### src/rtl/vsfx_pkg.sv
// Shared definitions for the vsfx vector compare path: esize codes, CR6 bit
// positions, the register-file writeback payload and a CR6 packing helper.
// The payload is sized for the widest supported vector; narrower users slice it.
package vsfx_pkg;

  // Element size encodings carried with every compare result
  localparam logic [1:0] ESIZE_B   = 2'd0;
  localparam logic [1:0] ESIZE_H   = 2'd1;
  localparam logic [1:0] ESIZE_W   = 2'd2;
  localparam logic [1:0] ESIZE_RSV = 2'd3;

  // CR6 field layout: {all_true, 0, all_false, 0}
  localparam int CR6_ALL_TRUE  = 3;
  localparam int CR6_ALL_FALSE = 1;

  // Upper bounds on vector width and register address width for the payload
  localparam int WB_VW_MAX = 128;
  localparam int WB_AW_MAX = 8;

  typedef struct packed {
    logic [WB_VW_MAX-1:0] data;
    logic [WB_AW_MAX-1:0] vt;
    logic                 cr6_we;
    logic [3:0]           cr6;
    logic                 err;
  } wb_t;

  function automatic logic [3:0] cr6_pack(input logic all_true, input logic all_false);
    logic [3:0] c;
    c                = 4'b0000;
    c[CR6_ALL_TRUE]  = all_true;
    c[CR6_ALL_FALSE] = all_false;
    return c;
  endfunction

endpackage

### src/rtl/vmask_check.sv
// Mask classifier: element-wise well-formedness plus all-ones / all-zeros.
// Latency: purely combinational.
// Backpressure: none (no state, no handshake).
// Ports: mask (VW) + esize (2) in; wellformed, all_true, all_false out.
// A reserved esize is reported as not well-formed.
module vmask_check
  import vsfx_pkg::*;
#(
  parameter int VW = 32
) (
  input  logic [VW-1:0] mask,
  input  logic [1:0]    esize,
  output logic          wellformed,
  output logic          all_true,
  output logic          all_false
);

  logic b_ok;
  logic h_ok;
  logic w_ok;

  // Each element must be uniform: either every bit set or every bit clear
  always_comb begin
    b_ok = 1'b1;
    h_ok = 1'b1;
    w_ok = 1'b1;
    for (int i = 0; i < VW / 8; i++) begin
      if (!(mask[i*8 +: 8] == 8'h00 || mask[i*8 +: 8] == 8'hFF)) b_ok = 1'b0;
    end
    for (int i = 0; i < VW / 16; i++) begin
      if (!(mask[i*16 +: 16] == 16'h0000 || mask[i*16 +: 16] == 16'hFFFF)) h_ok = 1'b0;
    end
    for (int i = 0; i < VW / 32; i++) begin
      if (!(mask[i*32 +: 32] == 32'h0000_0000 || mask[i*32 +: 32] == 32'hFFFF_FFFF)) w_ok = 1'b0;
    end
  end

  always_comb begin
    case (esize)
      ESIZE_B: wellformed = b_ok;
      ESIZE_H: wellformed = h_ok;
      ESIZE_W: wellformed = w_ok;
      default: wellformed = 1'b0;
    endcase
  end

  assign all_true  = &mask;
  assign all_false = ~|mask;

endmodule

### src/rtl/vcmp_cr6_wb.sv
// Vector compare writeback: capture mask (S1), classify and build CR6 (S2).
// Latency: 2 cycles accept-to-out_valid; 1 entry/cycle sustained.
// Backpressure: ready chains back from out_ready through S2 and S1; depth 2.
// Ports: in_* valid/ready compare result (mask, esize, rc, vt);
//        out_* valid/ready writeback (data, vt, cr6_we, cr6, err);
//        err_cnt saturating count of malformed entries loaded into S2.
module vcmp_cr6_wb
  import vsfx_pkg::*;
#(
  parameter int VW   = 32,
  parameter int AW   = 5,
  parameter int CNTW = 8
) (
  input  logic            clk,
  input  logic            rst_n,
  input  logic            in_valid,
  output logic            in_ready,
  input  logic [VW-1:0]   in_mask,
  input  logic [1:0]      in_esize,
  input  logic            in_rc,
  input  logic [AW-1:0]   in_vt,
  output logic            out_valid,
  input  logic            out_ready,
  output logic [VW-1:0]   out_data,
  output logic [AW-1:0]   out_vt,
  output logic            out_cr6_we,
  output logic [3:0]      out_cr6,
  output logic            out_err,
  output logic [CNTW-1:0] err_cnt
);

  localparam logic [CNTW-1:0] CNT_MAX = '1;
  localparam logic [CNTW-1:0] CNT_ONE = {{(CNTW-1){1'b0}}, 1'b1};

  // S1: raw capture
  logic          s1_v;
  logic [VW-1:0] s1_mask;
  logic [1:0]    s1_esize;
  logic          s1_rc;
  logic [AW-1:0] s1_vt;

  // S2: finished writeback payload
  logic s2_v;
  wb_t  s2_q;
  wb_t  s2_d;

  logic s1_free;
  logic s2_free;

  logic wellformed;
  logic all_true;
  logic all_false;

  // Ready depends only on stage valids and out_ready, never on in_valid
  assign s2_free  = !s2_v || out_ready;
  assign s1_free  = !s1_v || s2_free;
  assign in_ready = s1_free;

  vmask_check #(.VW(VW)) u_check (
    .mask       (s1_mask),
    .esize      (s1_esize),
    .wellformed (wellformed),
    .all_true   (all_true),
    .all_false  (all_false)
  );

  // Reserved esize is already folded into wellformed by the checker
  always_comb begin
    s2_d              = '0;
    s2_d.data[VW-1:0] = s1_mask;
    s2_d.vt[AW-1:0]   = s1_vt;
    s2_d.cr6_we       = s1_rc;
    s2_d.cr6          = cr6_pack(all_true, all_false);
    s2_d.err          = !wellformed;
  end

  always_ff @(posedge clk or negedge rst_n) begin
    if (!rst_n) begin
      s1_v     <= 1'b0;
      s1_mask  <= '0;
      s1_esize <= '0;
      s1_rc    <= 1'b0;
      s1_vt    <= '0;
    end else if (s1_free) begin
      s1_v <= in_valid;
      if (in_valid) begin
        s1_mask  <= in_mask;
        s1_esize <= in_esize;
        s1_rc    <= in_rc;
        s1_vt    <= in_vt;
      end
    end
  end

  // S2 payload only changes on a real load, so outputs hold after draining
  always_ff @(posedge clk or negedge rst_n) begin
    if (!rst_n) begin
      s2_v    <= 1'b0;
      s2_q    <= '0;
      err_cnt <= '0;
    end else if (s2_free) begin
      s2_v <= s1_v;
      if (s1_v) begin
        s2_q <= s2_d;
        if (s2_d.err && err_cnt != CNT_MAX) err_cnt <= err_cnt + CNT_ONE;
      end
    end
  end

  assign out_valid  = s2_v;
  assign out_data   = s2_q.data[VW-1:0];
  assign out_vt     = s2_q.vt[AW-1:0];
  assign out_cr6_we = s2_q.cr6_we;
  assign out_cr6    = s2_q.cr6;
  assign out_err    = s2_q.err;

  // Payload headroom above the configured widths is constant zero
  if (VW < WB_VW_MAX) begin : g_data_pad
    logic unused_data_pad;
    assign unused_data_pad = ^s2_q.data[WB_VW_MAX-1:VW];
  end
  if (AW < WB_AW_MAX) begin : g_vt_pad
    logic unused_vt_pad;
    assign unused_vt_pad = ^s2_q.vt[WB_AW_MAX-1:AW];
  end

endmodule

### config.mk
export PLATFORM = sky130hd
export DESIGN_NAME = vcmp_cr6_wb
export DESIGN_NICKNAME = d
export VERILOG_FILES = /design/src/rtl/vsfx_pkg.sv /design/src/rtl/vmask_check.sv /design/src/rtl/vcmp_cr6_wb.sv
export SDC_FILE = /design/constraint.sdc
export NUM_CORES = 1
export LEC_CHECK = 0
export CORE_MARGIN = 3
export CORE_UTILIZATION = 24
export CTS_CLUSTER_SIZE = 16
export DETAILED_ROUTE_END_ITERATION = 10
export PLACE_DENSITY = 0.53
export SLEW_MARGIN = 0
export SYNTH_ARGS = -nofsm -noshare
export SYNTH_HDL_FRONTEND = slang
export SYNTH_SLANG_ARGS = --single-unit
### constraint.sdc
create_clock -name clk -period 4.7 [get_ports clk]
set_input_delay 1.175 -clock clk [delete_from_list [all_inputs] [get_ports clk]]
set_output_delay 1.175 -clock clk [all_outputs]
set_load 0.005 [all_outputs]
* After elaboration in Yosys (flattened, before gate mapping) *
Cells that the tools add are included.

storage, ports and cells
  register bits = 91
  latch bits = 0
  RAM bits = 0
  memory bits (read-only) = 0
  bits of input ports = 44
  word-level logic and storage cells = 58
  memories = 0

cells by class
  $add $sub $neg = 1
  multiply operators = 0
  divide/modulo/power cells = 0
  $lt $le $gt $ge = 0
  equal/unequal tests = 10
  shifts and indexed selects = 0
  muxes and demuxes = 8
  bitwise operators = 0
  reductions and logical operators = 27

operators with widths
  operator                count
  $eq A16 B16 Y1 const B  2
  $eq A32 B32 Y1 const B  1
  $eq A8 B8 Y1 const B    4
  $logic_not A16 Y1       2
  $logic_not A32 Y1       1
  $logic_not A8 Y1        4
  $reduce_and A32 Y1      1
  $reduce_or A32 Y1       1
  $logic_or A1 B1 Y1      9
  $add A8 B1 Y8 const B   1
  $ne A8 B8 Y1 const B    1
  $mux W1                 7
  $logic_not A1 Y1        4
  $reduce_and A2 Y1       2
  $pmux W1 S3             1
  $reduce_and A3 Y1       1
  $eq A2 B1 Y1 const B    1
  $eq A2 B2 Y1 const B    1
  $logic_not A2 Y1        1
  $logic_and A1 B1 Y1     1

* Logic depth before layout (Yosys ltp) *
  depth in word-level cells = 10
  depth in mapped cells = 6
  depth with buffers taken out = 6

* Cells and area by module *
From an unflattened synthesis, not the netlist that was laid out.

unflattened totals
  cells, all modules = 256
  area, all modules = 3,724.8 um2

modules (own cells, without submodules)
  module       times used  cells each  area an instance (um2)
  vcmp_cr6_wb  1           217         3,494.6
  vmask_check  1           39          230.2

* Least setup slack after synthesis *
Ideal clock, no wire load.

  kind = input to output
  from = input port out_ready
  to = output port in_ready
  arrival = 1.354 ns
  data required time = 3.525 ns
  path slack = 2.171 ns
  cell stages on the path = 1
  buffers on the path = 0
  path through = nand3b_1

between the ends
  word-level cells in the longest chain between the ends = 2

RTL lines
  what                RTL line           text
  from (decl)         vcmp_cr6_wb.sv:23  input logic out_ready,
  $logic_or A1 B1 Y1  vcmp_cr6_wb.sv:55  assign s2_free = !s2_v || out_ready;
  $logic_or A1 B1 Y1  vcmp_cr6_wb.sv:56  assign s1_free = !s1_v || s2_free;
  to (decl)           vcmp_cr6_wb.sv:17  output logic in_ready,

Every way passes these cells.

* Final worst setup path *
Same ends and word-level chain as after synthesis.

==> impl_metrics.env <==
export IMPL_grt_pass1_vias=2500
export IMPL_syn_inst=252
export IMPL_root_buffer="clkbuf_16"
export IMPL_hpwlAfterDp_um=6050
export IMPL_antenna_cells=0
export IMPL_drive_gt1_share_pct=31.5
export IMPL_portBuffers=94
export IMPL_reg2reg_depth=6
export IMPL_via_per_inst=4.47
export IMPL_dr_pass1_iters=6
export IMPL_status="complete, no violations"
export IMPL_hold_depth=1
export IMPL_required_ns=3.52
export IMPL_post_cts_setup_buffers=0
export IMPL_fin_ws_ns=1.20
export IMPL_yosys_most_used_dff="dfrtp_1"
export IMPL_die_area_sq_um=17100
export IMPL_die_x_um=131
export IMPL_synth_top_family_by_area="multiplexers"
export IMPL_relSlewSlack_pct=29.3
export IMPL_power_density_nw_per_um2=455
export IMPL_gp_congestion=0.719
export IMPL_synth_edf_count=0
export IMPL_tns_ns=0
export IMPL_clock_fmax_ghz=0.286
export IMPL_first_iter_violations=86
export IMPL_ctsResizeCount=0
export IMPL_clockBufferDepth=2
export IMPL_fp_dieH_um=131
export IMPL_cp_start_kind="primary input"
export IMPL_cts_hold_buffers_added=0
export IMPL_cp_end_kind="output port"
export IMPL_drc=0
export IMPL_p_leak_uw=0.00204
export IMPL_crit_fanout=3
export IMPL_routed_wl_um=8590
export IMPL_synth_compound_area_share_pct=2.99
export IMPL_hold_viol_final=0
export IMPL_rsz0062_at_grt="false"
export IMPL_synth_async_reset_ratio_pct=100
export IMPL_core_area_sq_um=14900
export IMPL_vdd_drop_max_v=0.000230
export IMPL_num_io_pins=97
export IMPL_cts_tree="yes"
export IMPL_synth_seq_cells=91
export IMPL_clock_latency_ns=0.34
export IMPL_path_class="primary input to output port"
export IMPL_fin_crit_ns=3.50
export IMPL_ys_warn_count=0
export IMPL_grtUsageTotal_pct=10.6
export IMPL_clkTransAtPathRegs_ns=0.06
export IMPL_cp_arrival_ns=2.33
export IMPL_synth_area_leaders="dfrtp_1 61%, mux2_2 24%, nand4_1 2.3%"
export IMPL_cts_sinks=91
export IMPL_num_nets_final=395
export IMPL_synth_top_area_cell="dfrtp_1"
export IMPL_synth_adder_area_share_pct=0.335
export IMPL_hp_class="flip-flop to flip-flop"
export IMPL_ant_nets=0
export IMPL_yosys_area_share_simple_pct=8.86
export IMPL_yosysSeqAreaShare_pct=61.1
export IMPL_yosysUniqueCellTypes=38
export IMPL_layout_common_cells="93 x clkdlybuf4s50_1, 91 x dfrtp_1, 78 x mux2_2, 14 x nand4_1, 9 x clkbuf_16"
export IMPL_initial_core_util_pct=25.1
export IMPL_setup_viol=0
export IMPL_synth_xor_area_share_pct=1.41
export IMPL_post_route_period_util_pct=74.5
export IMPL_cts_made_buffers=9
export IMPL_htreeDepth=3
export IMPL_drv_cap=0
export IMPL_worst_slew_pin_slew_ns=1.06
export IMPL_pre_cts_slack_ns=1.20
export IMPL_drv_slew=0
export IMPL_num_vias=2409
export IMPL_skew_ns=0.00821
export IMPL_synth_top_area_share_pct=61.1
export IMPL_grt_pass1_wl_um=13500
export IMPL_synth_area_sq_um=3730
export IMPL_wire_per_inst_um=15.9
export IMPL_post_synth_cell_area_avg_sq_um=14.8
export IMPL_final_common_cell="clkdlybuf4s50_1"
export IMPL_grt_overflow_total=0
export IMPL_syn_to_final_growth_pct=38.6
export IMPL_num_rows=44
export IMPL_antenna_found_initial=0
export IMPL_grt_max_degree=55
export IMPL_muxShareOfSynthArea_pct=24.0
==> registers in the layout, summed over array words and instances (netlist names), 2 cells and up <==
| signal | flops |
|---|---|
| s1_mask | 32 |
| out_data | 32 |
| err_cnt | 8 |
| out_vt | 5 |
| out_cr6 | 2 |
| s1_vt | 5 |
| s1_esize | 2 |
==> worst max-delay path: stages <==
cell and delay (ns):
clkdlybuf4s50_1 0.46, nand3b_1 0.16, clkdlybuf4s50_1 0.52
==> final cells by class <==
| cell class | count | area (sq um) |
|---|---|---|
| Tap cell | 184 | 230 |
| Multi-Input combinational cell | 151 | 1410 |
| Fill cell | 1471 | 9690 |
| Clock buffer | 11 | 243 |
| Clock inverter | 5 | 52.6 |
| Timing Repair Buffer | 96 | 953 |
| Inverter | 1 | 3.75 |
| Sequential cell | 91 | 2280 |
==> worst paths after layout <==
| path | slack, ns | start | to |
|---|---|---|---|
| hold / removal | 0.50 | s1_vt[4] | out_vt[4] |
| max in group asynchronous | 2.84 | rst_n | out_data[0] |
| min in group asynchronous | 0.87 | rst_n | err_cnt[0] |
| setup reg to reg | 2.38 | s1_mask[0] | err_cnt[1] |
| hold reg to reg | 0.50 | s1_vt[4] | out_vt[4] |
| setup / recovery | 1.20 | out_ready | in_ready |
==> metal layers <==
| layer | up-vias | share of wire [%] | wire (um) | global-route usage (%) |
|---|---|---|---|---|
| li1 | 1121 | - | - | - |
| met1 | 1220 | 44 | 3780 | 13.2 |
| met2 | 57 | 48 | 4160 | 17.1 |
| met3 | 11 | 5.9 | 505 | 3.74 |
| met4 | 0 | 1.6 | 139 | 3.99 |
| met5 | - | 0 | 0 | 0 |
==> kinds of logic (layout without fill, tap and decap cells) <==
| family | count (synthesis) | after routing |
|---|---|---|
| flip-flops | 91 | 91 |
| multiplexers | 79 | 79 |
| AND/OR/NAND/NOR | 53 | 53 |
| buffers and inverters | 11 | 113 |
| AO/OA/AOI/OAI | 10 | 10 |
| XOR/XNOR | 6 | 6 |
| adder cells (fa/ha/maj) | 1 | 1 |
| other | 1 | 2 |
==> where the power goes <==
| group | switching, uW | internal (uW) | leakage (uW) |
|---|---|---|---|
| clock network | 292 | 424 | 0.000145 |
| logic | 170 | 383 | 0.000821 |
| registers | 134 | 951 | 0.00107 |
| total | 597 | 1760 | 0.00204 |
==> per-stage QoR <==
step | instance area (sq um) | instances | hold WS, ns | utilization (%) | power, uW
floorplan | 3730 | 253 | 0.473 | - | 1300
global placement | 4870 | 523 | 0.482 | 32.8 | 1660
detailed placement | 4870 | 523 | 0.490 | 32.8 | 1670
CTS | 5170 | 539 | 0.504 | 34.8 | 2410
finish | 5170 | 539 | 0.501 | 34.8 | 2350
global route | 5170 | 539 | 0.518 | 34.8 | 2490
==> synth_stat cells, types with 2 or more instances <==
master     n
buf_1      4
buf_4      2
clkbuf_1   4
dfrtp_1   91
mux2_2    78
nand2_1    9
nand2b_1   2
nand3_1    2
nand4_1   14
nor4_1     8
o31ai_1    2
or2_2      4
or4_4      2
xnor2_1    6
No activity file was read; power rests on OpenSTA's default activity.
